[src/rtl/vend_pkg.sv]
// vend_pkg - shared types and constants for the vending machine dispense path.
//   vend_state_t       : dispense FSM states
//   COIN*_U            : coin values in 5-cent units
//   COIN_SEL_*         : one-hot coin select codes {coin25, coin10, coin5}
//   ITEM_* / PRICE_*   : product one-hot codes and prices in cents
//   is_onehot4()       : legal product-select test
//   units_to_cents()   : 5-cent units to binary cents for the display
package vend_pkg;

  typedef enum logic [1:0] {
    ST_IDLE   = 2'd0,
    ST_VEND   = 2'd1,
    ST_CHANGE = 2'd2,
    ST_DONE   = 2'd3
  } vend_state_t;

  localparam int COIN5_U  = 1;
  localparam int COIN10_U = 2;
  localparam int COIN25_U = 5;

  localparam logic [2:0] COIN_SEL_NONE = 3'b000;
  localparam logic [2:0] COIN_SEL_5    = 3'b001;
  localparam logic [2:0] COIN_SEL_10   = 3'b010;
  localparam logic [2:0] COIN_SEL_25   = 3'b100;

  localparam logic [3:0] ITEM_15C = 4'b0001;
  localparam logic [3:0] ITEM_20C = 4'b0010;
  localparam logic [3:0] ITEM_25C = 4'b0100;
  localparam logic [3:0] ITEM_30C = 4'b1000;

  localparam int PRICE_15C = 15;
  localparam int PRICE_20C = 20;
  localparam int PRICE_25C = 25;
  localparam int PRICE_30C = 30;

  function automatic logic is_onehot4(input logic [3:0] v);
    return (v != 4'd0) && ((v & (v - 4'd1)) == 4'd0);
  endfunction

  // x*5 as x*4 + x keeps this a shift-and-add rather than a multiplier.
  function automatic logic [7:0] units_to_cents(input logic [7:0] units);
    return (units << 2) + units;
  endfunction

endpackage

[src/rtl/vend_dispense_if.sv]
// vend_dispense_if - request and status bundle between the coin-credit FSM
// (master) and the dispense stage (slave).
//   vend_req, item, change_units      : request from the credit FSM
//   busy, led, coin5/10/25,
//   change_left, done, err            : status back from the dispense stage
interface vend_dispense_if #(
  parameter int UNIT_W = 3
);

  logic              vend_req;
  logic [3:0]        item;
  logic [UNIT_W-1:0] change_units;
  logic              busy;
  logic [3:0]        led;
  logic              coin5;
  logic              coin10;
  logic              coin25;
  logic [7:0]        change_left;
  logic              done;
  logic              err;

  modport master (
    output vend_req, item, change_units,
    input  busy, led, coin5, coin10, coin25, change_left, done, err
  );

  modport slave (
    input  vend_req, item, change_units,
    output busy, led, coin5, coin10, coin25, change_left, done, err
  );

endinterface

[src/rtl/vend_dispense_coin_sel.sv]
// change_coin_sel - combinational greedy coin chooser (25/10/5).
//   rem      : change still owed, in 5-cent units
//   coin_sel : one-hot {coin25, coin10, coin5}; none when rem is 0
//   rem_next : change owed after ejecting the selected coin
module change_coin_sel
  import vend_pkg::*;
#(
  parameter int UNIT_W = 3
) (
  input  logic [UNIT_W-1:0] rem,
  output logic [2:0]        coin_sel,
  output logic [UNIT_W-1:0] rem_next
);

  // rem == 0 selects nothing so a stray evaluation can never underflow.
  always_comb begin
    coin_sel = COIN_SEL_NONE;
    rem_next = rem;
    if (rem >= UNIT_W'(COIN25_U)) begin
      coin_sel = COIN_SEL_25;
      rem_next = rem - UNIT_W'(COIN25_U);
    end else if (rem >= UNIT_W'(COIN10_U)) begin
      coin_sel = COIN_SEL_10;
      rem_next = rem - UNIT_W'(COIN10_U);
    end else if (rem != '0) begin
      coin_sel = COIN_SEL_5;
      rem_next = rem - UNIT_W'(COIN5_U);
    end
  end

endmodule

[src/rtl/vend_dispense.sv]
// vend_dispense - dispense stage of the vending machine.
// Accepts a one-cycle vend request, lights the product LED for HOLD_SEC
// ticks, then ejects change one coin per tick (greedy 25/10/5) and
// pulses done. Every output is registered.
//   clk_1Hz : system tick, rising edge
//   clr     : asynchronous active-high reset
//   bus     : vend_dispense_if slave (request in, status out)
// Parameters: HOLD_SEC (1..15) LED hold ticks, UNIT_W change width.
module vend_dispense #(
  parameter int HOLD_SEC = 2,
  parameter int UNIT_W   = 3
) (
  input  logic           clk_1Hz,
  input  logic           clr,
  vend_dispense_if.slave bus
);

  import vend_pkg::*;

  localparam logic [3:0] HOLD_LOAD = 4'(HOLD_SEC - 1);

  vend_state_t       state_q, state_n;
  logic [3:0]        hold_q, hold_n;
  logic [UNIT_W-1:0] rem_q, rem_n;
  logic [3:0]        led_q, led_n;
  logic              busy_q, busy_n;
  logic [2:0]        coin_q, coin_n;
  logic [7:0]        left_q, left_n;
  logic              done_q, done_n;
  logic              err_q, err_n;

  logic [2:0]        sel_coin;
  logic [UNIT_W-1:0] sel_rem;

  change_coin_sel #(
    .UNIT_W (UNIT_W)
  ) u_coin_sel (
    .rem      (rem_q),
    .coin_sel (sel_coin),
    .rem_next (sel_rem)
  );

  always_ff @(posedge clk_1Hz or posedge clr) begin
    if (clr) begin
      state_q <= ST_IDLE;
      hold_q  <= '0;
      rem_q   <= '0;
      led_q   <= '0;
      busy_q  <= 1'b0;
      coin_q  <= '0;
      left_q  <= '0;
      done_q  <= 1'b0;
      err_q   <= 1'b0;
    end else begin
      state_q <= state_n;
      hold_q  <= hold_n;
      rem_q   <= rem_n;
      led_q   <= led_n;
      busy_q  <= busy_n;
      coin_q  <= coin_n;
      left_q  <= left_n;
      done_q  <= done_n;
      err_q   <= err_n;
    end
  end

  // Coin and done registers default to 0 so they only ever pulse for the
  // single tick following the edge that set them.
  always_comb begin
    state_n = state_q;
    hold_n  = hold_q;
    rem_n   = rem_q;
    led_n   = led_q;
    busy_n  = busy_q;
    coin_n  = COIN_SEL_NONE;
    left_n  = left_q;
    done_n  = 1'b0;
    err_n   = err_q;

    case (state_q)
      ST_IDLE: begin
        if (bus.vend_req) begin
          if (is_onehot4(bus.item)) begin
            led_n   = bus.item;
            rem_n   = bus.change_units;
            hold_n  = HOLD_LOAD;
            busy_n  = 1'b1;
            left_n  = units_to_cents(8'(bus.change_units));
            state_n = ST_VEND;
          end else begin
            err_n = 1'b1;
          end
        end
      end

      ST_VEND: begin
        if (bus.vend_req) err_n = 1'b1;
        if (hold_q != 4'd0) begin
          hold_n = hold_q - 4'd1;
        end else begin
          led_n = '0;
          if (rem_q == '0) begin
            state_n = ST_DONE;
            done_n  = 1'b1;
          end else begin
            state_n = ST_CHANGE;
          end
        end
      end

      // The coin that empties rem is registered on the same edge as done,
      // so the last coin pulse lands in the DONE tick.
      ST_CHANGE: begin
        if (bus.vend_req) err_n = 1'b1;
        coin_n = sel_coin;
        rem_n  = sel_rem;
        left_n = units_to_cents(8'(sel_rem));
        if (sel_rem == '0) begin
          state_n = ST_DONE;
          done_n  = 1'b1;
        end
      end

      ST_DONE: begin
        if (bus.vend_req) err_n = 1'b1;
        state_n = ST_IDLE;
        busy_n  = 1'b0;
        left_n  = '0;
      end

      default: begin
        state_n = ST_IDLE;
      end
    endcase
  end

  assign bus.busy        = busy_q;
  assign bus.led         = led_q;
  assign bus.coin5       = coin_q[0];
  assign bus.coin10      = coin_q[1];
  assign bus.coin25      = coin_q[2];
  assign bus.change_left = left_q;
  assign bus.done        = done_q;
  assign bus.err         = err_q;

endmodule
[src/flat_wrapper.sv]
// flat-port wrapper written by rule: the top's interface ports become plain ports
module vend_dispense_flat import vend_pkg::*;
#(
  parameter int HOLD_SEC = 2,
  parameter int UNIT_W   = 3
)
  (clk_1Hz, clr, bus_vend_req, bus_item, bus_change_units, bus_busy, bus_led, bus_coin5, bus_coin10, bus_coin25, bus_change_left, bus_done, bus_err);
  vend_dispense_if #(.UNIT_W(UNIT_W)) bus_i ();
  input  logic clk_1Hz;
  input  logic clr;
  input wire logic [$bits(bus_i.vend_req)-1:0] bus_vend_req;
  input wire logic [$bits(bus_i.item)-1:0] bus_item;
  input wire logic [$bits(bus_i.change_units)-1:0] bus_change_units;
  output wire logic [$bits(bus_i.busy)-1:0] bus_busy;
  output wire logic [$bits(bus_i.led)-1:0] bus_led;
  output wire logic [$bits(bus_i.coin5)-1:0] bus_coin5;
  output wire logic [$bits(bus_i.coin10)-1:0] bus_coin10;
  output wire logic [$bits(bus_i.coin25)-1:0] bus_coin25;
  output wire logic [$bits(bus_i.change_left)-1:0] bus_change_left;
  output wire logic [$bits(bus_i.done)-1:0] bus_done;
  output wire logic [$bits(bus_i.err)-1:0] bus_err;
  assign bus_i.vend_req = bus_vend_req;
  assign bus_i.item = bus_item;
  assign bus_i.change_units = bus_change_units;
  assign bus_busy = bus_i.busy;
  assign bus_led = bus_i.led;
  assign bus_coin5 = bus_i.coin5;
  assign bus_coin10 = bus_i.coin10;
  assign bus_coin25 = bus_i.coin25;
  assign bus_change_left = bus_i.change_left;
  assign bus_done = bus_i.done;
  assign bus_err = bus_i.err;
  vend_dispense #(.HOLD_SEC(HOLD_SEC), .UNIT_W(UNIT_W)) u_core (.clk_1Hz(clk_1Hz), .clr(clr), .bus(bus_i));
endmodule
[config.mk]
export PLATFORM = sky130hd
export DESIGN_NAME = vend_dispense_flat
export DESIGN_NICKNAME = d
export VERILOG_FILES = /design/src/rtl/vend_pkg.sv /design/src/rtl/vend_dispense_if.sv /design/src/rtl/vend_dispense_coin_sel.sv /design/src/rtl/vend_dispense.sv /design/src/flat_wrapper.sv
export SDC_FILE = /design/constraint.sdc
export NUM_CORES = 1
export LEC_CHECK = 0
export ABC_AREA = 0
export CORE_MARGIN = 2
export CORE_UTILIZATION = 45
export CTS_CLUSTER_DIAMETER = 30
export DETAILED_ROUTE_END_ITERATION = 10
export GPL_ROUTABILITY_DRIVEN = 0
export PLACE_DENSITY = 0.76
export SKIP_CTS_REPAIR_TIMING = 1
export SYNTH_ARGS = -nofsm -noshare
export SYNTH_HDL_FRONTEND = slang
export SYNTH_SLANG_ARGS = --single-unit
[constraint.sdc]
create_clock -name clk_1Hz -period 5.92 [get_ports clk_1Hz]
set_input_delay 1.184 -clock clk_1Hz [delete_from_list [all_inputs] [get_ports clk_1Hz]]
set_output_delay 1.184 -clock clk_1Hz [all_outputs]
set_load 0.02 [all_outputs]
# After elaboration in Yosys (flattened, before gate mapping)
# Cells that the tools add are included.
[totals]
register_bits = 27
in_bits = 10
[classes]
n_addsub = 7
n_lt_le_gt_ge = 2
eq_ne = 10
mux = 38
bitwise = 1
reduce_logical = 20
[op_table]
columns = ["cell", "count"]
rows = [
  ["two-way mux 4 bit", 6],
  ["one-hot mux 8 bit (3 select lines)", 1],
  ["two-way mux 3 bit", 7],
  ["two-way mux 8 bit", 2],
  ["one-hot mux 4 bit (2 select lines)", 2],
  ["adder 5 x 3 -> 6 bit", 2],
  ["AND reduction 3 bit", 4],
  ["AND reduction 4 bit", 3],
  ["two-way mux 1 bit", 10],
  ["two-way mux 2 bit", 5],
  ["inequality test 2 x 1 -> 1 bit (second input constant)", 4],
  ["one-hot mux 2 bit (4 select lines)", 1],
  ["nonzero test 4 bit", 2],
  ["subtractor 4 x 1 -> 4 bit (second input constant)", 2],
  ["zero test 3 bit", 2],
  ["inequality test 2 bit (second input constant)", 3],
  ["one-hot mux 1 bit (2 select lines)", 3],
  ["one-hot mux 3 bit (2 select lines)", 1],
  ["nonzero test 2 bit", 3],
  ["nonzero test 3 bit", 2],
  ["bitwise AND 4 bit", 1],
  ["== test 2 bit (second input constant)", 2],
  ["zero test 4 bit", 1],
  ["greater-or-equal comparator 3 x 2 -> 1 bit (second input constant)", 1],
  ["other kinds (8)", 8],
]

# Logic depth before layout (Yosys ltp)
[depth]
word_depth = 7
ltp_mapped = 10
mapped_depth_nobuf = 10

# By module
# Synthesis repeated with hierarchy kept, for this count alone.
[unflattened]
cells_unflattened = 163
hier_area_um2 = 1627.8
[by_module_without_submodules]
columns = ["module", "instances", "cells_per_inst", "area_each_um2", "seq_area_each_um2"]
rows = [
  ["vend_dispense", 1, 148, 1511.4, 625.6],
  ["change_coin_sel", 1, 15, 116.4, 0.0],
]

# Worst setup path after synthesis
# Ideal clock, no wire load.
[synth_timing]
kind = "input to register"
from = "input bus_item[1]"
to = "register u_core.hold_q[3]"
setup_time_ns = 0.073
arrival_time_ns = 2.361
t_required_ns = 5.847
slack_ns = 3.486
cell_stages = 5
path_buffers = 0
path_cell_list = "nor4b_2 > o21a_2 > nor2_2 > or4_4 > a21oi_2"
[synth_between]
elab_chain_cells = 6
elab_cells_between_ends = 7
classes_between = "add/sub: 1; eq/ne: 1; bitwise: 1; reduce/logical: 4"
[synth_lines]
columns = ["element", "line", "text"]
rows = [
  ["start, declared", "flat_wrapper.sv:12", "input wire logic [$bits(bus_i.item)-1:0] bus_item;"],
  ["subtractor 4 x 1 -> 4 bit", "vend_pkg.sv:37", "return (v != 4'd0) && ((v & (v - 4'd1)) == 4'd0);"],
  ["bitwise AND 4 bit", "vend_pkg.sv:37", ""],
  ["zero test 4 bit", "vend_pkg.sv:37", ""],
  ["logical AND 1 bit *", "vend_pkg.sv:37", ""],
  ["inequality test 2 x 1 -> 1 bit (no source line) *", "n/a", ""],
  ["AND reduction 4 bit (no source line) *", "n/a", ""],
  ["end signal, assigned", "vend_dispense.sv:56", "hold_q <= hold_n;"],
  ["end, declared", "vend_dispense.sv:23", "logic [3:0] hold_q, hold_n;"],
]
# Mark *: on every way between the ends. The rest lies on a longest branch, timed or not.
# A chain may end at the register's enable or synchronous reset.

# Worst setup path after layout
[layout_timing]
from = "input bus_item[0]"
to = "register u_core.rem_q[2]"
[layout_between]
elab_chain_cells = 6
elab_cells_between_ends = 7
classes_between = "add/sub: 1; eq/ne: 1; bitwise: 1; reduce/logical: 4"
[layout_lines]
columns = ["element", "line", "text"]
rows = [
  ["subtractor 4 x 1 -> 4 bit", "vend_pkg.sv:37", ""],
  ["bitwise AND 4 bit", "vend_pkg.sv:37", ""],
  ["zero test 4 bit", "vend_pkg.sv:37", ""],
  ["logical AND 1 bit *", "vend_pkg.sv:37", ""],
  ["inequality test 2 x 1 -> 1 bit (no source line) *", "n/a", ""],
  ["AND reduction 3 bit (no source line) *", "n/a", ""],
  ["end signal, assigned", "vend_dispense.sv:57", "rem_q <= rem_n;"],
  ["end, declared", "vend_dispense.sv:24", "logic [UNIT_W-1:0] rem_q, rem_n;"],
]
# Marks and branches as above.

==> flow_results.xml <==
<?xml version="1.0" encoding="UTF-8"?>
<metrics>
  <group name="synth">
    <metric name="ys_dominant_reg_cell" unit="">sky130_fd_sc_hd__dfrtp_1</metric>
    <metric name="ys_seq_area_share" unit="%">37.2</metric>
    <metric name="synth-seq-cells" unit="">25</metric>
    <metric name="synth_largest_type_area_fraction" unit="%">37.2</metric>
    <metric name="async_flop_share" unit="%">100</metric>
    <metric name="yosys_warnings" unit="">0</metric>
    <metric name="average_cell_area_after_synthesis" unit="um2">9.55</metric>
    <metric name="synth_edf_count" unit="">0</metric>
    <metric name="synthCells" unit="">176</metric>
    <metric name="cell_accounting_for_the_most_synthesized_area" unit="">sky130_fd_sc_hd__dfrtp_1</metric>
    <metric name="biggest_area_contributors_in_the_synthesized_netlist" unit="">sky130_fd_sc_hd__dfrtp_1 37%, sky130_fd_sc_hd__ha_1 12%, sky130_fd_sc_hd__o21ai_0 3.6%, sky130_fd_sc_hd__nor2_1 3.6%, sky130_fd_sc_hd__a21oi_1 3.0%</metric>
    <metric name="synthesis.area" unit="um2">1680</metric>
    <metric name="synth_cell_type_count" unit="">54</metric>
  </group>
  <group name="sta">
    <metric name="grt_setup_unrepaired" unit="">false</metric>
    <metric name="holdWs" unit="ps">476</metric>
    <metric name="worst_pin_slew" unit="ps">953</metric>
    <metric name="finalSetupTns" unit="ps">0</metric>
    <metric name="maxSlewViolCount" unit="">0</metric>
    <metric name="period_minus_slack" unit="ps">2800</metric>
    <metric name="min_period_over_period" unit="%">47.4</metric>
    <metric name="achievable-frequency" unit="MHz">357</metric>
    <metric name="max-slew-margin-rel" unit="%">36.4</metric>
    <metric name="finalClockSkew" unit="ps">7.53</metric>
    <metric name="hold_viol_final" unit="">0</metric>
    <metric name="finalSetupViolCount" unit="">0</metric>
  </group>
  <group name="clock_network">
    <metric name="clock_latency" unit="ps">270</metric>
    <metric name="number_of_buffers_created_by_cts" unit="">3</metric>
    <metric name="clock_root_buffer" unit="">sky130_fd_sc_hd__clkbuf_8</metric>
    <metric name="cts_tree" unit="">yes</metric>
    <metric name="htree_depth" unit="">1</metric>
    <metric name="ctsLongestPathBuffers" unit="">2</metric>
    <metric name="clock-sinks" unit="">25</metric>
    <metric name="clkTransAtPathRegs" unit="ps">90</metric>
  </group>
  <group name="route">
    <metric name="dr_total_vias" unit="">1382</metric>
    <metric name="detailedRoute.firstPassIterationCount" unit="">4</metric>
    <metric name="antenna_violating_nets_post_route" unit="">0</metric>
    <metric name="routedWlPerCell" unit="um">14.4</metric>
    <metric name="route.final.wire_length" unit="mm">3.57</metric>
    <metric name="viasPerCell" unit="">5.57</metric>
    <metric name="initialDrtViolationCount" unit="">76</metric>
    <metric name="remaining_drc_errors" unit="">0</metric>
  </group>
  <group name="setup_path">
    <metric name="slowest_stage" unit="">sky130_fd_sc_hd__clkdlybuf4s50_1</metric>
    <metric name="crit_path_max_fanout" unit="">4</metric>
    <metric name="critical_path.top_delay_family" unit="">compound AO/OA/AOI/OAI gates</metric>
    <metric name="cp_data_arrival_time" unit="ps">2960</metric>
    <metric name="wp_data_required" unit="ps">6080</metric>
    <metric name="critical-path-max-stage-delay" unit="ps">490</metric>
    <metric name="crit_chain" unit="">clkdlybuf4s50_1 &gt; xor2_1 &gt; a211oi_1 &gt; or3_1 &gt; nor2_1 &gt; a221o_1</metric>
    <metric name="critical_path_class" unit="">input port to flip-flop</metric>
    <metric name="reg2reg_from" unit="">u_core.rem_q[1]</metric>
    <metric name="critPathBufInv" unit="">1</metric>
    <metric name="ff2ff_path_depth" unit="">9</metric>
    <metric name="regToRegSetupSlack" unit="ps">3350</metric>
    <metric name="worstReg2RegEnd" unit="">u_core.bus.change_left[3]</metric>
    <metric name="startpoint_kind_of_the_worst_setup_timing_path" unit="">input port</metric>
    <metric name="critical_path.endpoint_type" unit="">flip-flop</metric>
  </group>
  <group name="final_layout">
    <metric name="fraction_of_layout_cells_with_a_size_suffix_above_1" unit="%">8.50</metric>
    <metric name="fillers" unit="">330</metric>
    <metric name="n_antenna_cell" unit="">0</metric>
    <metric name="final_nets" unit="">227</metric>
    <metric name="areaGrowthSynthToFinish" unit="%">19.4</metric>
    <metric name="final_util" unit="%">55.2</metric>
    <metric name="final_design_area_no_fill" unit="um2">2010</metric>
  </group>
  <group name="die">
    <metric name="die_width" unit="um">65.1</metric>
    <metric name="core_area" unit="um2">3630</metric>
    <metric name="die_area" unit="um2">4240</metric>
    <metric name="std_cell_rows" unit="">22</metric>
    <metric name="initial_utilization" unit="%">46.2</metric>
    <metric name="chipHeight" unit="um">65.1</metric>
    <metric name="top_level_ports" unit="">28</metric>
  </group>
  <group name="hold_path">
    <metric name="worst_hold_path.num_cells" unit="">1</metric>
    <metric name="worstHoldPathType" unit="">flip-flop to flip-flop</metric>
    <metric name="min_delay_worst_endpoint" unit="">u_core.bus.err</metric>
    <metric name="hold_start" unit="">u_core.bus.err</metric>
  </group>
  <group name="global_routing">
    <metric name="grt_start_max_net_pins" unit="">26</metric>
    <metric name="gr-total-overflow" unit="">0</metric>
    <metric name="grtUsageTotal" unit="%">18.2</metric>
    <metric name="grt_pass1_wl" unit="mm">5.93</metric>
    <metric name="first_global_vias" unit="">1259</metric>
    <metric name="number_of_antenna_violations_at_the_first_check_in_global_routing" unit="">0</metric>
  </group>
  <group name="place">
    <metric name="buffer_ports.inserted" unit="">25</metric>
    <metric name="post-dp-hpwl" unit="mm">2.69</metric>
    <metric name="detailed_place.area" unit="um2">1960</metric>
  </group>
  <group name="run">
    <metric name="timing.max_cap.violations" unit="">0</metric>
  </group>
  <group name="power_and_ir_drop">
    <metric name="power_density" unit="nW/um2">589</metric>
    <metric name="max-vdd-ir-drop" unit="mV">0.388</metric>
    <metric name="leakagePower" unit="nW">0.890</metric>
  </group>
  <group name="run_status">
    <metric name="run_status" unit="">finished clean</metric>
  </group>
</metrics>
-- synthesized netlist by cell type, types with 3 or more instances --
master                     count
sky130_fd_sc_hd__inv_1        13
sky130_fd_sc_hd__and3_1        3
sky130_fd_sc_hd__nand2b_1      3
sky130_fd_sc_hd__a22oi_1       3
sky130_fd_sc_hd__nand3_1       3
sky130_fd_sc_hd__nand2_1       7
sky130_fd_sc_hd__dfrtp_1      25
sky130_fd_sc_hd__mux2i_1       4
sky130_fd_sc_hd__nor3_1        3
sky130_fd_sc_hd__ha_1         16
sky130_fd_sc_hd__o31ai_1       4
sky130_fd_sc_hd__a21oi_1      10
sky130_fd_sc_hd__o21ai_0      12
sky130_fd_sc_hd__nor2_1       16
sky130_fd_sc_hd__a22o_1        3
sky130_fd_sc_hd__a211oi_1      4
-- sequential cells by signal, summed over array words and instances (netlist names) --
register	cells
u_core.bus.change_left	6
u_core.bus.led	4
u_core.hold_q	4
u_core.coin_q	3
u_core.bus.done	1
u_core.bus.busy	1
u_core.state_q	2
u_core.bus.err	1
u_core.rem_q	3
-- worst max-delay path by stage --
stage	cells past startpoint	startpoint	endpoint	slack [ps]
2_1_floorplan	5	bus_item[1]	u_core.hold_q[3]	3490
3_3_place_gp	6	bus_item[0]	u_core.rem_q[2]	2890
3_5_place_dp	6	bus_item[0]	u_core.rem_q[2]	2840
4_1_cts	6	bus_item[0]	u_core.rem_q[2]	3130
5_1_grt	6	bus_item[0]	u_core.rem_q[2]	3010
6_report	6	bus_item[0]	u_core.rem_q[2]	3120
-- metrics by stage --
step | setup slack [ps] | power, mW | cells
2_1_floorplan | 3490 | 0.859 | 177
3_3_place_gp | 2890 | 1.06 | 244
3_5_place_dp | 2840 | 1.08 | 244
4_1_cts | 3130 | 1.18 | 248
5_1_grt | 3010 | 1.28 | 248
6_report | 3120 | 1.18 | 248
-- cell type report --
cell class                 count  area, um2  share of cell area, %
sequential                    25        626                   31.2
clock buffer                   4       45.0                   2.24
tap                           48       60.1                   2.99
multi-input combinational    133        977                   48.7
inverter                      13       48.8                   2.43
timing repair buffer          25        250                   12.5
-- worst reg2reg max path: stages, from the launching register on --
cell	delay [ps]
sky130_fd_sc_hd__dfrtp_1	480
sky130_fd_sc_hd__inv_1	170
sky130_fd_sc_hd__ha_1	260
sky130_fd_sc_hd__a221o_1	400
sky130_fd_sc_hd__a211oi_1	250
sky130_fd_sc_hd__a211o_1	220
sky130_fd_sc_hd__ha_1	200
sky130_fd_sc_hd__ha_1	230
sky130_fd_sc_hd__a22oi_1	170
sky130_fd_sc_hd__a21oi_1	90
-- placed cells by master (no fill, tap or decap), types with 3 or more instances in the layout --
| cell | n |
|---|---|
| sky130_fd_sc_hd__nand3_1 | 3 |
| sky130_fd_sc_hd__o31ai_1 | 4 |
| sky130_fd_sc_hd__ha_1 | 16 |
| sky130_fd_sc_hd__a22oi_1 | 3 |
| sky130_fd_sc_hd__nand2_1 | 7 |
| sky130_fd_sc_hd__mux2i_1 | 4 |
| sky130_fd_sc_hd__clkbuf_8 | 3 |
| sky130_fd_sc_hd__clkdlybuf4s50_1 | 25 |
| sky130_fd_sc_hd__a211oi_1 | 4 |
| sky130_fd_sc_hd__a22o_1 | 3 |
| sky130_fd_sc_hd__a21oi_1 | 10 |
| sky130_fd_sc_hd__and3_1 | 3 |
| sky130_fd_sc_hd__o21ai_0 | 12 |
| sky130_fd_sc_hd__inv_1 | 13 |
| sky130_fd_sc_hd__nor3_1 | 3 |
| sky130_fd_sc_hd__nor2_1 | 16 |
| sky130_fd_sc_hd__nand2b_1 | 3 |
| sky130_fd_sc_hd__dfrtp_1 | 25 |
-- kinds of logic after synthesis --
logic type / synth area share [%]
compound gates: 23.6
xor+xnor: 2.09
fa+ha+maj: 11.9
buf+inv: 4.84
flops: 37.2
mux: 3.72
other cells: 0.223
simple gates: 16.4
-- metal layers --
metal / part of all wire, % / up-vias / track usage [%] / wire [um]
li1: - / 696 / - / -
met1: 49 / 654 / 26.5 / 1760
met2: 45 / 28 / 26.8 / 1610
met3: 4.7 / 4 / 4.45 / 168
met4: 0.76 / 0 / 5.73 / 27
met5: 0 / - / 0 / 0
-- where the power goes --
group	internal (mW)	switching (mW)
logic	0.337	0.430
registers	0.245	0.0677
clock network	0.0482	0.0536
total	0.631	0.551
No activity file was read; power rests on OpenSTA's default activity.
